[src/rtl/dsp_slave_pkg.sv]
// Shared definitions for the DSP slave engines.
// Contents:
//   F_DSP_SLAVE_*  bit positions of the fields inside the dsp_input*_reg words
//   SIZE_*         data_size encodings (element width selector)
//   state_t        sequencer states of the element-wise summer
package dsp_slave_pkg;

  // dsp_input0_reg: control word
  localparam int F_DSP_SLAVE_START     = 0;
  localparam int F_DSP_SLAVE_SIZE_LO   = 1;
  localparam int F_DSP_SLAVE_SIZE_HI   = 2;
  localparam int F_DSP_SLAVE_SIGNED    = 3;
  // dsp_input1_reg: one input file number per byte
  localparam int F_DSP_SLAVE_INFILE_W  = 8;
  // dsp_input2_reg: element count, LEN_W bits wide starting here
  localparam int F_DSP_SLAVE_LENGTH_LO = 0;
  // dsp_input3_reg: output file number
  localparam int F_DSP_SLAVE_OUTFILE_LO = 0;
  localparam int F_DSP_SLAVE_OUTFILE_HI = 7;

  localparam logic [1:0] SIZE_8       = 2'b00;
  localparam logic [1:0] SIZE_16      = 2'b01;
  localparam logic [1:0] SIZE_32      = 2'b10;
  localparam logic [1:0] SIZE_INVALID = 2'b11;

  typedef enum logic [2:0] {
    ST_IDLE       = 3'd0,
    ST_READ_REQ   = 3'd1,
    ST_READ_WAIT  = 3'd2,
    ST_WRITE_REQ  = 3'd3,
    ST_WRITE_WAIT = 3'd4,
    ST_DONE       = 3'd5
  } state_t;

endpackage

[src/rtl/dsp_elem_fmt.sv]
// Element formatter for the DSP summer (combinational).
// Extends an incoming element to accumulator width and reduces the
// accumulator back to a 32-bit result word.
// Optional feature macro: DSP_EQUATION_SATURATE_EN
//   defined   -> result clamps to the selected element range; signed
//                results are sign-extended to 32 bits
//   undefined -> result wraps (low data_size bits, zero-filled above)
// Ports:
//   data_size   in  2      element width select (SIZE_8/16/32)
//   data_signed in  1      sign-extend (1) or zero-extend (0) elements
//   raw         in  32     word read from a file; element is its low bits
//   ext         out ACC_W  extended element
//   acc         in  ACC_W  accumulator value
//   result      out 32     word to be written to the output file
module dsp_elem_fmt
  import dsp_slave_pkg::*;
#(
  parameter int ACC_W = 40
) (
  input  logic [1:0]       data_size,
  input  logic             data_signed,
  input  logic [31:0]      raw,
  output logic [ACC_W-1:0] ext,
  input  logic [ACC_W-1:0] acc,
  output logic [31:0]      result
);

  always_comb begin
    ext = '0;
    case (data_size)
      SIZE_8:  ext = {{(ACC_W-8){data_signed & raw[7]}}, raw[7:0]};
      SIZE_16: ext = {{(ACC_W-16){data_signed & raw[15]}}, raw[15:0]};
      default: ext = {{(ACC_W-32){data_signed & raw[31]}}, raw};
    endcase
  end

`ifdef DSP_EQUATION_SATURATE_EN
  logic [ACC_W-1:0] umax;
  logic [ACC_W-1:0] smax;
  logic [ACC_W-1:0] smin;
  logic [ACC_W-1:0] sat;

  always_comb begin
    case (data_size)
      SIZE_8: begin
        umax = ACC_W'(32'h0000_00FF);
        smax = ACC_W'(32'h0000_007F);
      end
      SIZE_16: begin
        umax = ACC_W'(32'h0000_FFFF);
        smax = ACC_W'(32'h0000_7FFF);
      end
      default: begin
        umax = ACC_W'(32'hFFFF_FFFF);
        smax = ACC_W'(32'h7FFF_FFFF);
      end
    endcase
    // -(2^(n-1)) is the bitwise complement of 2^(n-1)-1
    smin = ~smax;
    sat  = acc;
    if (data_signed) begin
      if ($signed(acc) > $signed(smax)) begin
        sat = smax;
      end else if ($signed(acc) < $signed(smin)) begin
        sat = smin;
      end
    end else if (acc > umax) begin
      sat = umax;
    end
    // Clamped signed values already carry their sign in the upper bits
    result = sat[31:0];
  end

  logic unused_sat_hi;
  assign unused_sat_hi = ^sat[ACC_W-1:32];
`else
  always_comb begin
    case (data_size)
      SIZE_8:  result = {24'h0, acc[7:0]};
      SIZE_16: result = {16'h0, acc[15:0]};
      default: result = acc[31:0];
    endcase
  end

  logic unused_acc_hi;
  assign unused_acc_hi = ^acc[ACC_W-1:32];
`endif

endmodule

[src/rtl/dsp_equation_sum_n.sv]
// Multi-operand element-wise summer behind the DSP slave registers.
// For each element k < LENGTH: reads element k of NUM_INPUTS input files,
// sums them, writes the sum to the output file, then raises interrupt.
// Optional feature macro: DSP_EQUATION_SATURATE_EN (saturating results,
// handled in dsp_elem_fmt).
// Ports:
//   wb_clk, wb_rst        clock, asynchronous active-high reset
//   dsp_input0_reg        start, data_size, data_signed
//   dsp_input1_reg        input file numbers, byte i = operand i
//   dsp_input2_reg        LENGTH (element count)
//   dsp_input3_reg        output file number
//   file_read_data        read data, sampled when a read completes
//   file_active           file port busy with the current request
//   file_num              file selected for the current request
//   file_read/file_write  one-cycle request pulses
//   file_write_data       write data, stable through the write wait
//   busy                  running (not IDLE/DONE)
//   elem_count            elements completed
//   interrupt, error      completion flag, invalid configuration
module dsp_equation_sum_n
  import dsp_slave_pkg::*;
#(
  parameter int dw         = 32,
  parameter int aw         = 32,
  parameter int NUM_INPUTS = 4,
  parameter int ACC_W      = 40,
  parameter int LEN_W      = 16,
  parameter int DEBUG      = 0   // simulation tracing only; no hardware effect
) (
  input  logic             wb_clk,
  input  logic             wb_rst,
  input  logic [dw-1:0]    dsp_input0_reg,
  input  logic [dw-1:0]    dsp_input1_reg,
  input  logic [dw-1:0]    dsp_input2_reg,
  input  logic [dw-1:0]    dsp_input3_reg,
  input  logic [31:0]      file_read_data,
  input  logic             file_active,
  output logic [7:0]       file_num,
  output logic             file_read,
  output logic             file_write,
  output logic [31:0]      file_write_data,
  output logic             busy,
  output logic [LEN_W-1:0] elem_count,
  output logic             interrupt,
  output logic             error
);

  state_t           state_reg, state_next;
  logic             start_reg;
  logic [1:0]       size_reg;
  logic             signed_reg;
  logic [3:0][7:0]  infile_reg;
  logic [7:0]       outfile_reg;
  logic [LEN_W-1:0] len_reg;
  logic [1:0]       op_reg;
  logic [ACC_W-1:0] acc_reg;
  logic [LEN_W-1:0] count_reg;
  logic             error_reg;
  logic             seen_reg;    // file_active observed high during this wait
  logic             second_reg;  // at least one wait cycle already elapsed

  logic             start_bit;
  logic             start_edge;
  logic [1:0]       size_in;
  logic             signed_in;
  logic [LEN_W-1:0] length_in;
  logic [3:0][7:0]  infile_in;
  logic             complete;
  logic             last_op;
  logic             last_elem;
  logic [ACC_W-1:0] elem_ext;
  logic [31:0]      result;

  assign start_bit  = dsp_input0_reg[F_DSP_SLAVE_START];
  assign start_edge = start_bit & ~start_reg;
  assign size_in    = dsp_input0_reg[F_DSP_SLAVE_SIZE_HI:F_DSP_SLAVE_SIZE_LO];
  assign signed_in  = dsp_input0_reg[F_DSP_SLAVE_SIGNED];
  assign length_in  = dsp_input2_reg[F_DSP_SLAVE_LENGTH_LO +: LEN_W];

  for (genvar gi = 0; gi < 4; gi++) begin : g_infile
    assign infile_in[gi] = dsp_input1_reg[F_DSP_SLAVE_INFILE_W*gi +: F_DSP_SLAVE_INFILE_W];
  end

  logic unused_cfg;
  assign unused_cfg = ^{dsp_input0_reg[dw-1:F_DSP_SLAVE_SIGNED+1],
                        dsp_input2_reg[dw-1:LEN_W],
                        dsp_input3_reg[dw-1:F_DSP_SLAVE_OUTFILE_HI+1]};

  // A wait ends on the first idle port cycle after it was seen busy, or on
  // the second wait cycle if the port never reported busy at all.
  assign complete  = ~file_active & (seen_reg | second_reg);
  assign last_op   = (op_reg == 2'(NUM_INPUTS - 1));
  assign last_elem = ((count_reg + LEN_W'(1)) == len_reg);

  dsp_elem_fmt #(.ACC_W(ACC_W)) u_fmt (
    .data_size   (size_reg),
    .data_signed (signed_reg),
    .raw         (file_read_data),
    .ext         (elem_ext),
    .acc         (acc_reg),
    .result      (result)
  );

  always_ff @(posedge wb_clk or posedge wb_rst) begin
    if (wb_rst) begin
      state_reg   <= ST_IDLE;
      start_reg   <= 1'b0;
      size_reg    <= SIZE_8;
      signed_reg  <= 1'b0;
      infile_reg  <= '0;
      outfile_reg <= '0;
      len_reg     <= '0;
      op_reg      <= '0;
      acc_reg     <= '0;
      count_reg   <= '0;
      error_reg   <= 1'b0;
      seen_reg    <= 1'b0;
      second_reg  <= 1'b0;
    end else begin
      state_reg <= state_next;
      start_reg <= start_bit;
      case (state_reg)
        ST_IDLE: begin
          if (start_edge) begin
            error_reg   <= (size_in == SIZE_INVALID);
            size_reg    <= size_in;
            signed_reg  <= signed_in;
            infile_reg  <= infile_in;
            outfile_reg <= dsp_input3_reg[F_DSP_SLAVE_OUTFILE_HI:F_DSP_SLAVE_OUTFILE_LO];
            len_reg     <= length_in;
            op_reg      <= '0;
            acc_reg     <= '0;
            count_reg   <= '0;
          end
        end
        ST_READ_REQ, ST_WRITE_REQ: begin
          seen_reg   <= 1'b0;
          second_reg <= 1'b0;
        end
        ST_READ_WAIT: begin
          if (complete) begin
            acc_reg <= acc_reg + elem_ext;
            if (!last_op) op_reg <= op_reg + 2'd1;
          end else begin
            seen_reg   <= seen_reg | file_active;
            second_reg <= 1'b1;
          end
        end
        ST_WRITE_WAIT: begin
          if (complete) begin
            count_reg <= count_reg + LEN_W'(1);
            acc_reg   <= '0;
            op_reg    <= '0;
          end else begin
            seen_reg   <= seen_reg | file_active;
            second_reg <= 1'b1;
          end
        end
        ST_DONE: begin
          if (!start_bit) error_reg <= 1'b0;
        end
        default: ;
      endcase
    end
  end

  always_comb begin
    state_next      = state_reg;
    file_num        = '0;
    file_read       = 1'b0;
    file_write      = 1'b0;
    file_write_data = '0;
    busy            = 1'b1;
    interrupt       = 1'b0;
    case (state_reg)
      ST_IDLE: begin
        busy = 1'b0;
        if (start_edge) begin
          if (size_in == SIZE_INVALID || length_in == '0) state_next = ST_DONE;
          else                                              state_next = ST_READ_REQ;
        end
      end
      ST_READ_REQ: begin
        file_num   = infile_reg[op_reg];
        file_read  = 1'b1;
        state_next = ST_READ_WAIT;
      end
      ST_READ_WAIT: begin
        file_num = infile_reg[op_reg];
        if (complete) state_next = last_op ? ST_WRITE_REQ : ST_READ_REQ;
      end
      ST_WRITE_REQ: begin
        file_num        = outfile_reg;
        file_write_data = result;
        file_write      = 1'b1;
        state_next      = ST_WRITE_WAIT;
      end
      ST_WRITE_WAIT: begin
        file_num        = outfile_reg;
        file_write_data = result;
        if (complete) state_next = last_elem ? ST_DONE : ST_READ_REQ;
      end
      ST_DONE: begin
        busy      = 1'b0;
        interrupt = 1'b1;
        if (!start_bit) state_next = ST_IDLE;
      end
      default: state_next = ST_IDLE;
    endcase
  end

  assign elem_count = count_reg;
  assign error      = error_reg;

endmodule

[config.mk]
export PLATFORM = sky130hd
export DESIGN_NAME = dsp_equation_sum_n
export DESIGN_NICKNAME = d
export VERILOG_FILES = /design/src/rtl/dsp_slave_pkg.sv /design/src/rtl/dsp_elem_fmt.sv /design/src/rtl/dsp_equation_sum_n.sv
export SDC_FILE = /design/constraint.sdc
export NUM_CORES = 1
export LEC_CHECK = 0
export BUFFER_PORTS_ARGS = -buffer_cell sky130_fd_sc_hd__buf_4
export CAP_MARGIN = 20
export CORE_MARGIN = 2
export CORE_UTILIZATION = 48
export DETAILED_ROUTE_END_ITERATION = 16
export PLACE_DENSITY = 0.76
export SLEW_MARGIN = 30
export SYNTH_ARGS = -nofsm -noshare
export SYNTH_HDL_FRONTEND = slang
export SYNTH_SLANG_ARGS = --single-unit
[constraint.sdc]
create_clock -name wb_clk -period 3.4 [get_ports wb_clk]
set_clock_uncertainty 0.2 [all_clocks]
set_input_delay 0 -clock wb_clk [delete_from_list [all_inputs] [get_ports wb_clk]]
set_output_delay 0 -clock wb_clk [all_outputs]
set_load 0.01 [all_outputs]
==> flow_summary.json <==
{
  "route.detailed.drc": 0,
  "tns_ns": 0,
  "r2r_start": "size_reg[0]$_DFFE_PP0P_",
  "clkTransAtPathRegs_ns": 0.06,
  "synth_ff_type": "dfrtp_1",
  "wl_um": 23100,
  "cts_max_level": 4,
  "grt.total_usage_pct": 26.3,
  "fin_cells": 1291,
  "startpoint_type": "flip-flop",
  "crit_required_ns": 3.53,
  "synth_fa_ha_area_share_pct": 6.33,
  "vias": 7361,
  "ys_types": 67,
  "rsz0062_at_grt": "no",
  "synth_enable_flop_cells": 0,
  "synth_area_per_cell_um2": 9.35,
  "timing.critical_path.slowest_cell_delay_ns": 0.54,
  "grt_max_degree": 61,
  "layout-drive-gt1-share_pct": 29.3,
  "cp.arrival_ns": 3.42,
  "slowest_stage": "or4_1",
  "clk_path_buf_depth": 2,
  "yosysWarnings": 0,
  "drt_first_pass_iters": 5,
  "critPathKind": "flip-flop to flip-flop",
  "synth-compound-area-share_pct": 18.9,
  "max_freq_ghz": 0.304,
  "dieHeight_um": 132,
  "clkLatencyLatePin_ns": 0.41,
  "reg2regPathDepth": 11,
  "seq_power_share_pct": 27.9,
  "syn_nets": 1040,
  "reg2reg_to": "acc_reg[31]$_DFFE_PP0P_",
  "core_area_um2": 15900,
  "clock-sinks": 116,
  "ant_nets": 0,
  "yosysTopAreaCell": "dfrtp_1",
  "synthArstFlopShare_pct": 100,
  "worst_slew_pin_slew_ns": 0.880,
  "dieArea_um2": 17400,
  "clkPwrFrac_pct": 21.4,
  "synthMuxAreaShare_pct": 12.6,
  "wl_per_cell_um": 17.9,
  "outcome": "completed",
  "power.density_nw_per_um2": 798,
  "worstHoldPathType": "input pin to flip-flop",
  "finalHoldViolations": 0,
  "cts_root_buf": "clkbuf_16",
  "antenna_found_initial": 0,
  "p_int_w": 0.00515,
  "reg2reg_setup_slack_ns": 0.11,
  "yosysTopAreaCellShare_pct": 37.1,
  "syn_to_final_growth_pct": 36.7,
  "synth_cells": 838,
  "slew_headroom_pct": 41.1,
  "finalCritPeriodShare_pct": 96.8,
  "start_util_pct": 49.1,
  "cts_tree": "yes",
  "grt_pass1_vias": 7312,
  "overflow": 0,
  "switchingPower_w": 0.00339,
  "seq_area_frac_synth_pct": 37.1,
  "cts_made_buffers": 17,
  "portBuffers": 155,
  "synth-simple-area-share_pct": 16.2,
  "vdd.ir_drop.worst_uv": 453,
  "syn-cell-area_um2": 7830,
  "antenna_cells": 0,
  "die_w_um": 132,
  "cp_cell_sequence": "mux2i_2, nor3b_4, buf_12, buf_12, a21o_1, ha_1, a21o_1, o21bai_2, a211o_1, or4_1, o211ai_2",
  "dp_hpwl_um": 15200,
  "placed_cells": 1183,
  "postPlaceCellArea_um2": 9250,
  "rows": 46,
  "drv_cap": 0,
  "yosys-top-cells-area": "dfrtp_1 37%, mux2_2 9.6%, ha_1 6.1%",
  "finalMaxSlewViolations": 0,
  "cp_max_fo": 9,
  "setup_viol": 0,
  "fin_area_um2": 10700,
  "leakage_nw": 4.96,
  "grt_pass1_wl_um": 36800,
  "ys_ff_latch": 116,
  "fin_crit_ns": 3.29,
  "pwr-share-comb_pct": 50.6,
  "gp_congestion": 0.951,
  "cp-startpoint": "size_reg[0]$_DFFE_PP0P_",
  "io-pin-count": 224,
  "fin_nets": 1264,
  "synth_top_family_by_area": "compound AO/OA/AOI/OAI gates",
  "cp-endpoint": "acc_reg[31]$_DFFE_PP0P_",
  "end_kind": "flip-flop",
  "post_drt_via_cell_ratio": 5.70,
  "first_iter_violations": 559,
  "swShare_pct": 39.7,
  "synth_xor_area_share_pct": 5.48
}
-- area by class of cell --
cell class,count,area (um^2)
Clock buffer,20,447
Clock inverter,12,155
Fill cell,1275,5240
Inverter,18,70.1
Multi-Input combinational cell,658,4740
Sequential cell,116,2900
Tap cell,216,270
Timing Repair Buffer,251,2120
-- cell usage after synthesis, types with 3 or more instances --
master and instances:
a211oi_1 7, a221oi_1 3, nor2_1 46, nand4_1 11, buf_2 11, and3_1 25, a21oi_1 38, clkbuf_1 30
a22oi_1 10, xor2_1 20, buf_4 5, a31oi_1 13, inv_1 17, nor3_1 14, o21a_1 4, nand2b_1 5
ha_1 38, nor4_1 7, a22o_1 7, nand2_1 92, o31ai_1 7, dfrtp_1 116, and2_1 20, mux2i_1 5
nand3_1 19, mux4_2 8, mux2_2 67, nor2b_1 7, o21ai_0 86, xnor2_1 29, a21o_1 25
-- power groups by stage --
stage,sequential (W),combinational [W],clock (W)
3_5_place_dp,0.00238,0.00404,0
3_3_place_gp,0.00236,0.00396,0
2_1_floorplan,0.00220,0.00308,0
5_1_grt,0.00245,0.00473,0.00192
4_1_cts,0.00237,0.00416,0.00185
6_report,0.00239,0.00433,0.00183
-- cells by family after synthesis --
logic type | Yosys count
adder cells (fa/ha/maj) | 39
multiplexers | 80
buffers and inverters | 64
flip-flops | 116
AO/OA/AOI/OAI | 229
AND/OR/NAND/NOR | 261
XOR/XNOR | 49
-- worst min-delay path by stage --
stage,from,endpoint,slack (ns),cells past startpoint
after global placement,dsp_input0_reg[0],start_reg$_DFF_PP0_,-0.04,1
after floorplan,dsp_input0_reg[0],start_reg$_DFF_PP0_,-0.17,0
after detailed placement,dsp_input0_reg[0],start_reg$_DFF_PP0_,-0.04,1
after CTS,file_read_data[16],acc_reg[16]$_DFFE_PP0P_,0.002,5
final,file_read_data[16],acc_reg[16]$_DFFE_PP0P_,0.01,5
after global routing,file_read_data[16],acc_reg[16]$_DFFE_PP0P_,0.02,5
-- timing repair --
action	in CTS	in global routing
buffers inserted	0	7
endpoints found under the hold margin	130	0
endpoints found under the setup margin	7	10
gates resized for setup	5	15
hold buffers	69	0
pin swaps	1	5
-- worst max-delay path: cells and delay by family (launching register included) --
family / cells / cell delay, ns
adder cells (fa/ha/maj): 1 / 0.39
multiplexers: 1 / 0.29
AND/OR/NAND/NOR: 2 / 0.62
buffers and inverters: 2 / 0.28
AO/OA/AOI/OAI: 5 / 1.03
flip-flops: 1 / 0.39
-- through the flow --
| step | total power [W] | hold slack (ns) | setup WS, ns | utilization (%) |
|---|---|---|---|---|
| 2_1_floorplan | 0.00528 | -0.169 | 0.125 | - |
| 3_3_place_gp | 0.00632 | -0.0435 | -0.157 | 58.0 |
| 3_5_place_dp | 0.00643 | -0.0419 | -0.227 | 58.0 |
| 4_1_cts | 0.00839 | 0.00175 | -0.0299 | 66.2 |
| 5_1_grt | 0.00910 | 0.0233 | 0.0117 | 67.2 |
| 6_report | 0.00855 | 0.0102 | 0.109 | 67.2 |
-- cells in the final DEF (no fill, tap or decap), drive strengths merged, types with 4 or more instances in the layout --
master       instances
a221oi               4
nor4                 7
nand2b               5
a21o                26
o31ai                8
dfrtp              116
mux2                67
xnor2               29
nand3               19
and2                22
clkinvlp             5
ha                  38
a211oi               7
nor2                47
nand2               92
nand4               11
a22o                 7
buf                182
nor3                15
a21oi               41
a31oi               13
o21ai               87
dlygate4sd3         69
xor2                20
clkbuf              20
a22oi               10
mux2i                5
o21a                 4
mux4                 8
and3                25
inv                 19
nor2b                7
-- metal layers --
| metal | global-route usage (%) | wire length [um] |
|---|---|---|
| met4 | 9.60 | 503 |
| met2 | 45.8 | 11600 |
| met3 | 4.88 | 1040 |
| met1 | 32.7 | 9970 |
| met5 | 0 | 0 |
Note: power is estimated with default switching activity, not from simulation.
